$ cat src/rtl/csr_unit.sv
// LA32 control/status register file at the commit end of the pipeline: masked CSR writes,
// exception entry and ERTN return, stable timer, combinational read port and interrupt flag.
module csr_unit #(
  parameter int TIMER_W = 32
) (
  input  logic         clk,
  input  logic         rstn,
  input  logic [152:0] Wcsr_BUS,
  input  logic         ertn_W,
  input  logic [7:0]   hw_int,
  input  logic [13:0]  csr_raddr,
  output logic [31:0]  csr_rdata,
  output logic         ex_en,
  output logic [31:0]  ex_entry,
  output logic         has_int,
  output logic [1:0]   crmd_plv
);

  localparam logic [13:0] A_CRMD   = 14'h00;
  localparam logic [13:0] A_PRMD   = 14'h01;
  localparam logic [13:0] A_ECFG   = 14'h04;
  localparam logic [13:0] A_ESTAT  = 14'h05;
  localparam logic [13:0] A_ERA    = 14'h06;
  localparam logic [13:0] A_BADV   = 14'h07;
  localparam logic [13:0] A_EENTRY = 14'h0C;
  localparam logic [13:0] A_SAVE0  = 14'h30;
  localparam logic [13:0] A_SAVE1  = 14'h31;
  localparam logic [13:0] A_SAVE2  = 14'h32;
  localparam logic [13:0] A_SAVE3  = 14'h33;
  localparam logic [13:0] A_TID    = 14'h40;
  localparam logic [13:0] A_TCFG   = 14'h41;
  localparam logic [13:0] A_TVAL   = 14'h42;
  localparam logic [13:0] A_TICLR  = 14'h44;

  localparam logic [7:0]  ECODE_ADE = 8'h08;
  localparam logic [7:0]  ECODE_ALE = 8'h09;
  localparam logic [12:0] LIE_MASK  = 13'h1BFF;

  typedef struct packed {
    logic        ex;
    logic [7:0]  ecode;
    logic        esubcode;
    logic        csr_we;
    logic [13:0] csr_addr;
    logic [31:0] csr_wmask;
    logic [31:0] csr_wdata;
    logic [31:0] pc;
    logic [31:0] vaddr;
  } wcsr_bus_t;

  function automatic logic [31:0] merge(input logic [31:0] old_v, input logic [31:0] m,
                                        input logic [31:0] d);
    return (old_v & ~m) | (d & m);
  endfunction

  wcsr_bus_t w_bus;
  assign w_bus = Wcsr_BUS;

  logic [1:0]         r_plv;
  logic               r_ie;
  logic               r_da;
  logic [1:0]         r_pplv;
  logic               r_pie;
  logic [12:0]        r_lie;
  logic [1:0]         r_is_sw;
  logic [7:0]         r_is_hw;
  logic               r_is_ti;
  logic [5:0]         r_ecode;
  logic [8:0]         r_esub;
  logic [31:0]        r_era;
  logic [31:0]        r_badv;
  logic [25:0]        r_eentry;
  logic [31:0]        r_save [4];
  logic [31:0]        r_tid;
  logic [TIMER_W-1:0] r_tcfg;
  logic [TIMER_W-1:0] r_tval;

  logic [31:0] w_wm, w_wd;
  logic        w_we;
  logic [12:0] w_is;
  logic [31:0] w_crmd, w_prmd, w_ecfg, w_estat, w_eentry, w_tcfg;
  logic [31:0] w_nv_crmd, w_nv_prmd, w_nv_ecfg, w_nv_estat, w_nv_eentry, w_nv_tcfg;
  logic        w_tcfg_wr, w_ticlr, w_tick, w_ti_set, w_badv_pc, w_badv_va;
  logic [TIMER_W-1:0] w_tcfg_load, w_tval_reload;

  // Writes are dropped when the same W-stage instruction is taking an exception.
  assign w_we = w_bus.csr_we & ~w_bus.ex;
  assign w_wm = w_bus.csr_wmask;
  assign w_wd = w_bus.csr_wdata;

  assign w_is     = {1'b0, r_is_ti, 1'b0, r_is_hw, r_is_sw};
  assign w_crmd   = {28'b0, r_da, r_ie, r_plv};
  assign w_prmd   = {29'b0, r_pie, r_pplv};
  assign w_ecfg   = {19'b0, r_lie};
  assign w_estat  = {1'b0, r_esub, r_ecode, 3'b0, w_is};
  assign w_eentry = {r_eentry, 6'b0};
  assign w_tcfg   = 32'(r_tcfg);

  assign w_nv_crmd   = merge(w_crmd, w_wm, w_wd);
  assign w_nv_prmd   = merge(w_prmd, w_wm, w_wd);
  assign w_nv_ecfg   = merge(w_ecfg, w_wm, w_wd);
  assign w_nv_estat  = merge(w_estat, w_wm, w_wd);
  assign w_nv_eentry = merge(w_eentry, w_wm, w_wd);
  assign w_nv_tcfg   = merge(w_tcfg, w_wm, w_wd);

  assign w_tcfg_wr     = w_we && (w_bus.csr_addr == A_TCFG);
  assign w_ticlr       = w_we && (w_bus.csr_addr == A_TICLR) && w_wd[0] && w_wm[0];
  assign w_tcfg_load   = {w_nv_tcfg[TIMER_W-1:2], 2'b00};
  assign w_tval_reload = {r_tcfg[TIMER_W-1:2], 2'b00};
  assign w_tick        = r_tcfg[0] && (r_tval != '0);
  // A TCFG write suppresses the decrement, so it also suppresses the 1->0 event.
  assign w_ti_set      = ~w_tcfg_wr && w_tick && (r_tval == TIMER_W'(1));

  assign w_badv_pc = (w_bus.ecode == ECODE_ADE) && ~w_bus.esubcode;
  assign w_badv_va = ((w_bus.ecode == ECODE_ADE) && w_bus.esubcode) || (w_bus.ecode == ECODE_ALE);

  always_ff @(posedge clk) begin
    if (!rstn) begin
      r_plv    <= '0;
      r_ie     <= 1'b0;
      r_da     <= 1'b1;
      r_pplv   <= '0;
      r_pie    <= 1'b0;
      r_lie    <= '0;
      r_is_sw  <= '0;
      r_is_hw  <= '0;
      r_is_ti  <= 1'b0;
      r_ecode  <= '0;
      r_esub   <= '0;
      r_era    <= '0;
      r_badv   <= '0;
      r_eentry <= '0;
      for (int i = 0; i < 4; i++) r_save[i] <= '0;
      r_tid    <= '0;
      r_tcfg   <= '0;
      r_tval   <= '0;
    end else begin
      r_is_hw <= hw_int;

      if (w_we) begin
        case (w_bus.csr_addr)
          A_CRMD:   {r_da, r_ie, r_plv} <= w_nv_crmd[3:0];
          A_PRMD:   {r_pie, r_pplv}     <= w_nv_prmd[2:0];
          A_ECFG:   r_lie     <= w_nv_ecfg[12:0] & LIE_MASK;
          A_ESTAT:  r_is_sw   <= w_nv_estat[1:0];
          A_ERA:    r_era     <= merge(r_era, w_wm, w_wd);
          A_BADV:   r_badv    <= merge(r_badv, w_wm, w_wd);
          A_EENTRY: r_eentry  <= w_nv_eentry[31:6];
          A_SAVE0:  r_save[0] <= merge(r_save[0], w_wm, w_wd);
          A_SAVE1:  r_save[1] <= merge(r_save[1], w_wm, w_wd);
          A_SAVE2:  r_save[2] <= merge(r_save[2], w_wm, w_wd);
          A_SAVE3:  r_save[3] <= merge(r_save[3], w_wm, w_wd);
          A_TID:    r_tid     <= merge(r_tid, w_wm, w_wd);
          A_TCFG:   r_tcfg    <= w_nv_tcfg[TIMER_W-1:0];
          default: ;
        endcase
      end

      if (w_bus.ex) begin
        r_pplv  <= r_plv;
        r_pie   <= r_ie;
        r_plv   <= '0;
        r_ie    <= 1'b0;
        r_era   <= w_bus.pc;
        r_ecode <= w_bus.ecode[5:0];
        r_esub  <= {8'b0, w_bus.esubcode};
        if (w_badv_pc)      r_badv <= w_bus.pc;
        else if (w_badv_va) r_badv <= w_bus.vaddr;
      end else if (ertn_W) begin
        r_plv <= r_pplv;
        r_ie  <= r_pie;
      end

      if (w_tcfg_wr)                         r_tval <= w_tcfg_load;
      else if (w_tick)                       r_tval <= r_tval - TIMER_W'(1);
      else if (r_tcfg[0] && r_tcfg[1])       r_tval <= w_tval_reload;

      if (w_ti_set)     r_is_ti <= 1'b1;
      else if (w_ticlr) r_is_ti <= 1'b0;
    end
  end

  always_comb begin
    csr_rdata = '0;
    case (csr_raddr)
      A_CRMD:   csr_rdata = w_crmd;
      A_PRMD:   csr_rdata = w_prmd;
      A_ECFG:   csr_rdata = w_ecfg;
      A_ESTAT:  csr_rdata = w_estat;
      A_ERA:    csr_rdata = r_era;
      A_BADV:   csr_rdata = r_badv;
      A_EENTRY: csr_rdata = w_eentry;
      A_SAVE0:  csr_rdata = r_save[0];
      A_SAVE1:  csr_rdata = r_save[1];
      A_SAVE2:  csr_rdata = r_save[2];
      A_SAVE3:  csr_rdata = r_save[3];
      A_TID:    csr_rdata = r_tid;
      A_TCFG:   csr_rdata = w_tcfg;
      A_TVAL:   csr_rdata = 32'(r_tval);
      default: ;
    endcase
  end

  assign ex_en    = w_bus.ex | ertn_W;
  assign ex_entry = w_bus.ex ? w_eentry : r_era;
  assign has_int  = r_ie & |(w_is & r_lie);
  assign crmd_plv = r_plv;

endmodule

$ cat config.mk
export PLATFORM = sky130hd
export DESIGN_NAME = csr_unit
export DESIGN_NICKNAME = d
export VERILOG_FILES = /design/src/rtl/csr_unit.sv
export SDC_FILE = /design/constraint.sdc
export NUM_CORES = 1
export LEC_CHECK = 0
export CAP_MARGIN = 20
export CORE_MARGIN = 2
export CORE_UTILIZATION = 35
export DETAILED_ROUTE_END_ITERATION = 7
export PLACE_DENSITY_LB_ADDON = 0.05
export SKIP_LAST_GASP = 1
export SYNTH_ARGS = -nofsm -noshare
export SYNTH_HDL_FRONTEND = slang
export SYNTH_SLANG_ARGS = --single-unit
$ cat constraint.sdc
create_clock -name clk -period 6.47 [get_ports clk]
set_input_delay 1.294 -clock clk [delete_from_list [all_inputs] [get_ports clk]]
set_output_delay 1.294 -clock clk [all_outputs]
set_load 0.03 [all_outputs]
==> metrics.txt, run 1 <==
status finished clean; Final Cell Area 23,800 um^2; Setup Viol. Count Final 0; RSZ-0062 raised after global routing false; Final period util 88.0%; vias in the first global route ~18,000; Inserted Diodes 0; Synth Area per Inst 8.70 um^2; DRC 0; die area 56,400 um^2; initial antenna violation count 1; Reg area 8310 um^2; CTS tree done; Synth Flop Type dfxtp_1; PD cells roughly 220 nW/um^2; FFs w/ async S/R, synth 0%; CP cell instances clkdlybuf4s50_1, or4_1, nor4b_2, nand3b_1, buf_4, nor3b_2, buf_4, a221oi_1, nand3_1, buf_12; via count 18,228; Fin. Hold Viols 0; layout overhead on the synthesized area 24.9%; Worst-path clk slew 0.06 ns; Critical Path Sink Type output port; static leakage 8.26 nW; layout cell share with drive strength beyond 1 approximately 9.3%; setup TNS 0 ns; CP Data Required Time 5.18 ns; Synth warnings 0; syn_nets 2,373; Worst Reg-to-Reg Cells 6; top achievable clock speed 176 MHz; clock sinks 351; Post-CTS Hold Fix Bufs 0; core area 53,800 um^2; Sequential Power Share 45.2%; CP Data Arrival Time 4.40 ns; via/cell ratio 5.95; CP max-delay cell or4_1; Multi-input gate area 10,100 um^2; RR Startpoint r_tval[23]$_SDFFE_PN0P_; GRT Total Usage a little over a quarter; number of max-cap violations 0; Sw Share 24.7%; root buf cell clkbuf_16; Post-Synthesis Cell Area 19,100 um^2; post-synthesis cell type count 66; P_sw roughly 1.3 mW; Crit path largest cell delay 0.69 ns; post-layout util 44.3%; Placement Cell Area about 22,000 um^2; commonest cells after routing, fill and taps aside nand2_1, a21oi_1, dfxtp_1; number of enable flip-flop cells after synthesis 128; Die Wd 237 um; nets 2,516; Combinational Power Share 8.7%; Filler cells around 5,300; Tot Pwr 5.24 mW; most frequent cell on the critical path buf_4; Initial Utilization 35.5%; kind of critical path input port to output port; IO Count 246; Max Slew Vio Count 0; Worst R2R End r_tval[17]$_SDFFE_PN0P_; final wirelength roughly 75 mm; CTS Buf Count 43; Synth Instances 2,192; Synth Register Bits 351; maximum fanout along the worst path 22; setup bufs post-CTS 0; Hold Path Class flip-flop to flip-flop; Startpoint Class input port; Hold Crit Depth 2; headroom to the max-slew limit 25.9%; Worst VDD drop 0.159 mV; Routed wire per std cell 24.4 um; total grt overflow 0; Seq/Total Area, Yosys 43.5%; input/output buffers ~250; Clock Latency Late Sink roughly 0.58 ns; clock share of power between 40% and 50%; DP HPWL 48.7 mm; clock buffer depth 3; first-pass GRT wire length 113 mm; most common cell after layout, fill and taps aside nand2_1; Site Rows 85; Clock Skews 0.0240 ns; largest net degree at the start of global routing 80; flop-to-flop setup slack 1.96 ns; post_cts resized 0; initial drt markers 1,666; P_int 3.95 mW; Die Ht 237 um; ANT nets after route 0; Least-Margin Pin Slew 1.11 ns; GP Congestion 0.822; H-tree depth 2; DRT Pass-1 Iters 6; min Tclk post-route 5.69 ns
-- how the worst max path moves through the flow --
stage | from | end | slack (ns) | cells past startpoint
2_1_floorplan | Wcsr_BUS[137] | r_save[0][0]$_SDFFCE_PN0P_ | 1.04 | 4
3_3_place_gp | csr_raddr[11] | csr_rdata[4] | 0.85 | 10
3_5_place_dp | csr_raddr[11] | csr_rdata[4] | 0.82 | 10
4_1_cts | csr_raddr[11] | csr_rdata[4] | 0.81 | 10
5_1_grt | csr_raddr[11] | csr_rdata[28] | 0.64 | 10
6_report | csr_raddr[11] | csr_rdata[28] | 0.78 | 10
-- critical path, delay by kind of cell --
kind	cells	cell delay, ns
simple gates	5	1.85
compound gates	1	0.11
buf+inv	4	1.12
-- logic make-up (layout without fill, tap and decap cells) --
| family | count (synthesis) | after routing | synth area share [%] |
|---|---|---|---|
| XOR/XNOR | 12 | 12 | 0.551 |
| flip-flops | 351 | 351 | 43.5 |
| AO/OA/AOI/OAI | 671 | 671 | 24.1 |
| buffers and inverters | 206 | 382 | 4.23 |
| AND/OR/NAND/NOR | 860 | 860 | 22.5 |
| adder cells (fa/ha/maj) | 3 | 3 | 0.197 |
| multiplexers | 89 | 89 | 4.89 |
-- area by class of cell --
class | instances | area share, %
Sequential cell | 351 | 34.9
Timing Repair Buffer | 291 | 13.2
Tap cell | 696 | 3.65
Clock inverter | 20 | 0.856
Inverter | 13 | 0.226
Multi-Input combinational cell | 1635 | 42.4
Clock buffer | 58 | 4.88
-- routing by layer --
metal / vias to the layer above / part of all wire (%) / track usage, %
met3: 114 / 5.9 / 3.24
li1: 8455 / - / -
met2: 680 / 47 / 42.6
met4: 0 / 2.6 / 7.95
met1: 8979 / 45 / 35.8
met5: - / 0 / 0
-- Yosys cell counts (all sizes together), types with 4 or more instances --
cell type / instances / area (um^2)
and3: 9 / 56.3
nor3b: 4 / 30.0
and2: 10 / 62.6
nor4: 19 / 153
nand2: 284 / 1070
or3: 15 / 93.8
o211ai: 4 / 30.0
nor4b: 4 / 41.3
a211oi: 25 / 188
nor2: 137 / 514
nand4: 17 / 106
a222oi: 9 / 90.1
nand3b: 5 / 37.5
a21oi: 237 / 1190
buf: 23 / 120
edfxtp: 128 / 3840
a22oi: 114 / 856
or2: 4 / 25.0
a22o: 5 / 43.8
dfxtp: 223 / 4460
o21ai: 39 / 195
inv: 13 / 48.8
a31oi: 6 / 37.5
a221oi: 31 / 272
mux2i: 55 / 551
a21boi: 67 / 503
nor3: 64 / 355
nand2b: 138 / 863
mux2: 34 / 383
o31ai: 8 / 60.1
o221a: 9 / 101
nor2b: 45 / 282
clkbuf: 170 / 638
nand3: 83 / 415
xnor2: 5 / 43.8
or4: 12 / 90.1
a311oi: 98 / 858
xor2: 7 / 61.3
-- power by group through the flow --
stage / Combinational [mW] / Sequential (mW) / Clock, mW
2_1_floorplan: 0.214 / 2.40 / 0
3_3_place_gp: 0.452 / 2.41 / 0
3_5_place_dp: 0.454 / 2.41 / 0
4_1_cts: 0.457 / 2.37 / 2.46
5_1_grt: 0.491 / 2.37 / 2.55
6_report: 0.457 / 2.37 / 2.42
-- through the flow --
stage	instances	hold slack [ns]	worst slack, ns
after floorplan	2192	0.432	1.04
after global placement	2985	0.439	0.853
after detailed placement	2985	0.447	0.822
after CTS	3063	0.454	0.815
after global routing	3064	0.468	0.639
final	3064	0.456	0.778
Power figures use the tool's default switching activity.
==> run 2: changes to the inputs <==
--- a/config.mk
+++ b/config.mk
@@ -6,9 +6,11 @@
 export NUM_CORES = 1
 export LEC_CHECK = 0
 export CAP_MARGIN = 20
+export CORE_ASPECT_RATIO = 1.5
 export CORE_MARGIN = 2
 export CORE_UTILIZATION = 35
 export DETAILED_ROUTE_END_ITERATION = 7
+export GPL_ROUTABILITY_DRIVEN = 0
 export PLACE_DENSITY_LB_ADDON = 0.05
 export SKIP_LAST_GASP = 1
 export SYNTH_ARGS = -nofsm -noshare
==> metrics.txt, run 2 (same netlist as run 1, synthesis figures left out) <==
input/output buffers 245 (unchanged); via count 18,190 (-0.21%); Inserted Diodes 0 (unchanged); root buf cell clkbuf_16; DP HPWL 50.1 mm (+2.8%); clock sinks 351 (unchanged); Routed wire per std cell 25.2 um (+3.2%); headroom to the max-slew limit 25.0% (-0.93 points); commonest cells after routing, fill and taps aside nand2_1, a21oi_1, dfxtp_1; Fin. Hold Viols 0 (unchanged); PD cells 214 nW/um^2 (-2.7%); post_cts resized 0 (unchanged); layout overhead on the synthesized area 24.5%; layout cell share with drive strength beyond 1 9.26% (-0.034 points); Die Ht 290 um (+22%); Critical Path Sink Type output port; Setup Viol. Count Final 0 (unchanged); IO Count 246 (unchanged); Final period util 86.7% (-1.2 points); RSZ-0062 raised after global routing false; Hold Path Class flip-flop to flip-flop; die area 56,400 um^2 (about the same); Worst-path clk slew 0.05 ns (about the same); clock buffer depth 3 (unchanged); ANT nets after route 0 (unchanged); Place WS 0.929 ns (+0.107 ns); number of max-cap violations 0 (unchanged); met1 track demand over resource 30.9% (-5.0 points); Worst VDD drop 0.177 mV (+11%); via/cell ratio 5.95 (about the same); Clock Skews 0.0191 ns (-0.00496 ns); vias in the first global route 18,155 (+2.6%); Tot Pwr 5.08 mW (-3.0%); DRC 0 (unchanged); CP Data Arrival Time 4.32 ns (-0.08 ns); core area 53,700 um^2 (-0.13%); final wirelength 77.0 mm (+2.9%); Least-Margin Pin Slew 1.12 ns (+0.0139 ns); min Tclk post-route 5.61 ns (-0.0792 ns); grt peak-use layer met2; setup ws final 0.857 ns (+0.0792 ns); most common cell after layout, fill and taps aside nand2_1; H-tree depth 2 (unchanged); Initial Utilization 35.5% (+0.048 points); kind of critical path input port to output port; top achievable clock speed 178 MHz (+1.4%); CTS Buf Count 40 (-7.0%); CTS tree done; first-pass GRT wire length 115 mm (+2.2%); maximum fanout along the worst path 32 (+45%); initial antenna violation count 1 (unchanged); Post-CTS Hold Fix Bufs 0 (unchanged); Die Wd 195 um (-18%); Max Slew Vio Count 0 (unchanged); Startpoint Class input port; total grt overflow 0 (unchanged); met3 usage 3.20% (-0.044 points); Site Rows 104 (+22%); DRT Pass-1 Iters 7 (+1); GRT Total Usage 26.7% (+0.65 points); static leakage 8.25 nW (-0.20%); setup bufs post-CTS 0 (unchanged); largest net degree at the start of global routing 115 (+44%); CP Data Required Time 5.18 ns (about the same); setup TNS 0 ns (unchanged); status finished clean; nets 2,515 (-0.040%); initial drt markers 1,388 (-17%); Clock Latency Late Sink 0.56 ns (-0.02 ns); met2 Track Usage GR 50.0% (+7.5 points)
-- run 2: worst paths after layout --
kind	slack [ns]	cells past startpoint	start	end
max reg2reg	2.72	6	r_tval[23]$_SDFFE_PN0P_	r_tval[24]$_SDFFE_PN0P_
min	0.45	2	flip-flop	flip-flop
max	0.86	9	csr_raddr[11]	csr_rdata[4]
min reg2reg	0.45	2	flip-flop	flip-flop
-- run 2: final cells by class --
cell class | count | area [um^2]
fillers | 5309 | 30000
multi-input cells | 1635 | 10100
flip-flops and latches | 351 | 8310
repair buffers | 293 | 3170
clock buffers | 62 | 1170
well taps | 689 | 862
clock inverters | 12 | 95.1
inverters | 13 | 53.8
-- run 2: metal layers --
metal,vias up,part of all wire (%)
li1,8455,-
met1,8963,39
met2,634,53
met3,138,4.9
met4,0,3.4
met5,-,0
-- run 2: report_power, final --
part / internal, mW / total (mW) / switching [mW]
clock network: 1.29 / 2.26 / 0.966
logic: 0.195 / 0.457 / 0.262
registers: 2.33 / 2.37 / 0.0342
-- run 2: metrics by stage --
stage          util, %  instance area, um^2  instances  hold WS (ns)
4_1_cts           44.2                23700       3054         0.454
3_5_place_dp      41.8                22500       2980         0.446
3_3_place_gp      41.8                22500       2980         0.442
5_1_grt           44.2                23800       3055         0.476
2_1_floorplan        -                19100       2192         0.432
6_report          44.2                23800       3055         0.452
-- run 2: critical path: stages --
cell	delay, ns
clkdlybuf4s50_1	0.39
or4_1	0.69
or4b_1	0.63
nor2_2	0.12
buf_4	0.51
o2bb2ai_1	0.18
a221oi_1	0.06
nand4_1	0.25
buf_12	0.16
==> run 3: changes to the inputs <==
--- a/config.mk
+++ b/config.mk
@@ -5,7 +5,6 @@
 export SDC_FILE = /design/constraint.sdc
 export NUM_CORES = 1
 export LEC_CHECK = 0
-export CAP_MARGIN = 20
 export CORE_ASPECT_RATIO = 1.5
 export CORE_MARGIN = 2
 export CORE_UTILIZATION = 35
@@ -16,3 +15,4 @@
 export SYNTH_ARGS = -nofsm -noshare
 export SYNTH_HDL_FRONTEND = slang
 export SYNTH_SLANG_ARGS = --single-unit
+export TNS_END_PERCENT = 5
==> constraint.sdc (replaced) <==
create_clock -name clk -period 6.6 [get_ports clk]
set_input_delay 1.32 -clock clk [delete_from_list [all_inputs] [get_ports clk]]
set_output_delay 1.32 -clock clk [all_outputs]
set_load 0.03 [all_outputs]
==> metrics.txt, run 3 (same netlist as run 1, synthesis figures left out) <==
status finished clean; Sw Share 24.9% (+0.12 points); Max Slew Vio Count 0 (unchanged); min Tclk post-route 5.67 ns; setup TNS 0 ns (unchanged); Hold Path Class flip-flop to flip-flop; P_int 3.66 mW (-4.3%); CP Data Arrival Time 4.35 ns (+0.03 ns); Critical Path Sink Type output port; DRC 0 (unchanged); Post-CTS Hold Fix Bufs 0 (unchanged); layout cell share with drive strength beyond 1 8.68% (-0.58 points); vias in the first global route 18,291 (+0.75%); Startpoint Class input port; final wirelength 77.0 mm (about the same); via count 18,185 (-0.027%); Initial Utilization 35.5% (unchanged); GRT Total Usage 26.6% (-0.077 points); Setup Viol. Count Final 0 (unchanged); static leakage 8.18 nW (-0.86%); DRT Pass-1 Iters 7 (unchanged); PD cells 206 nW/um^2 (-3.7%); Placement Cell Area 22,500 um^2 (about the same); Inserted Diodes 0 (unchanged); WHS 0.454 ns (+0.00203 ns); Place WS 1.00 ns (+0.0763 ns); Fin. Hold Viols 0 (unchanged); core area 53,700 um^2 (unchanged); clock share of power 43.2% (-1.2 points); via/cell ratio 5.96 (+0.10%); P_sw 1.21 mW (-3.7%); CP max-delay cell or4_1; Clock Skews 0.0104 ns (-0.00866 ns); Worst-path clk slew 0.06 ns (about the same); die area 56,400 um^2 (unchanged); top achievable clock speed 176 MHz; RR Startpoint r_tval[23]$_SDFFE_PN0P_; CTS tree done; DP HPWL 49.9 mm (-0.34%); placed cell count 2,979 (-0.034%); initial antenna violation count 0 (-1); Die Wd 195 um (unchanged); CP Data Required Time 5.28 ns (+0.10 ns); nets 2,513 (-0.080%); ANT nets after route 0 (unchanged); Routed wire per std cell 25.2 um (+0.11%); number of max-cap violations 0 (unchanged); Multi-input gate area 10,100 um^2 (unchanged); root buf cell clkbuf_16; first-pass GRT wire length 115 mm (-0.12%); setup bufs post-CTS 0 (unchanged); post-layout util 44.0% (-0.24 points); Reg area 8310 um^2 (unchanged); Crit path buffers/inverters 3 (unchanged); Combinational Power Share 9.2% (+0.2 points); total grt overflow 0 (unchanged); input/output buffers 245 (unchanged); Final Cell Area 23,600 um^2 (-0.55%); Tot Pwr 4.87 mW (-4.2%); initial drt markers 1,384 (-0.29%); IO Count 246 (unchanged); largest delay contributor family on the critical path simple AND/OR/NAND/NOR gates; CTS Buf Count 40 (unchanged); largest net degree at the start of global routing 114 (-0.87%); maximum fanout along the worst path 32 (unchanged); RSZ-0062 raised after global routing false; Least-Margin Pin Slew 1.18 ns (+0.0570 ns); headroom to the max-slew limit 21.4% (-3.5 points); layout overhead on the synthesized area 23.8%; Filler cells 5,333 (+0.45%); Die Ht 290 um (unchanged); most common cell after layout, fill and taps aside nand2_1; CP cell instances clkdlybuf4s50_1, or4_1, or4b_1, nor2_2, buf_4, a222oi_1, nand3_1, buf_12; Worst VDD drop 0.159 mV (-10%); CP startpoint csr_raddr[11]; clock sinks 351 (unchanged); Clock Latency Late Sink 0.55 ns (about the same); H-tree depth 2 (unchanged); setup ws final 0.928 ns (+0.0705 ns); Cell Count, Final, Fillers Out 3,051 (-0.13%); Sequential Power Share 47.7% (+1.1 points); commonest cells after routing, fill and taps aside nand2_1, a21oi_1, dfxtp_1; Crit path largest cell delay 0.71 ns (+0.02 ns); clock buffer depth 3 (unchanged); Site Rows 104 (unchanged); kind of critical path input port to output port; post_cts resized 0 (unchanged); Final period util 85.9%
-- run 3: layout make-up --
cell class / instances / area share [%]
clock buffer: 55 / 4.56
clock inverter: 17 / 0.408
inverter: 13 / 0.228
multi-input combinational: 1635 / 42.7
sequential: 351 / 35.2
tap: 689 / 3.65
timing repair buffer: 291 / 13.3
-- run 3: power by group through the flow --
stage | clock (mW) | sequential [mW] | combinational (mW)
6_report | 2.10 | 2.32 | 0.446
5_1_grt | 2.23 | 2.33 | 0.479
4_1_cts | 2.15 | 2.32 | 0.449
3_5_place_dp | 0 | 2.37 | 0.446
3_3_place_gp | 0 | 2.37 | 0.444
2_1_floorplan | 0 | 2.36 | 0.210
-- run 3: worst register-to-register path, delay by kind of cell (launching register included) --
family          cells  cell delay, ns
flops               1            0.40
simple gates        4            2.67
compound gates      2            0.52
-- run 3: path summary, 6_finish.rpt --
check / slack [ns] / to / cells after the start
hold reg to reg: 0.45 / flip-flop / 2
setup / recovery: 0.93 / csr_rdata[6] / 8
hold / removal: 0.45 / flip-flop / 2
setup reg to reg: 2.86 / r_tval[24]$_SDFFE_PN0P_ / 6
-- run 3: routing by layer --
layer | routed length [um] | up-vias | GRT usage, %
li1 | - | 8439 | -
met1 | 29700 | 9000 | 30.1
met2 | 41100 | 611 | 50.8
met3 | 3410 | 135 | 2.74
met4 | 2760 | 0 | 9.79
met5 | 0 | - | 0
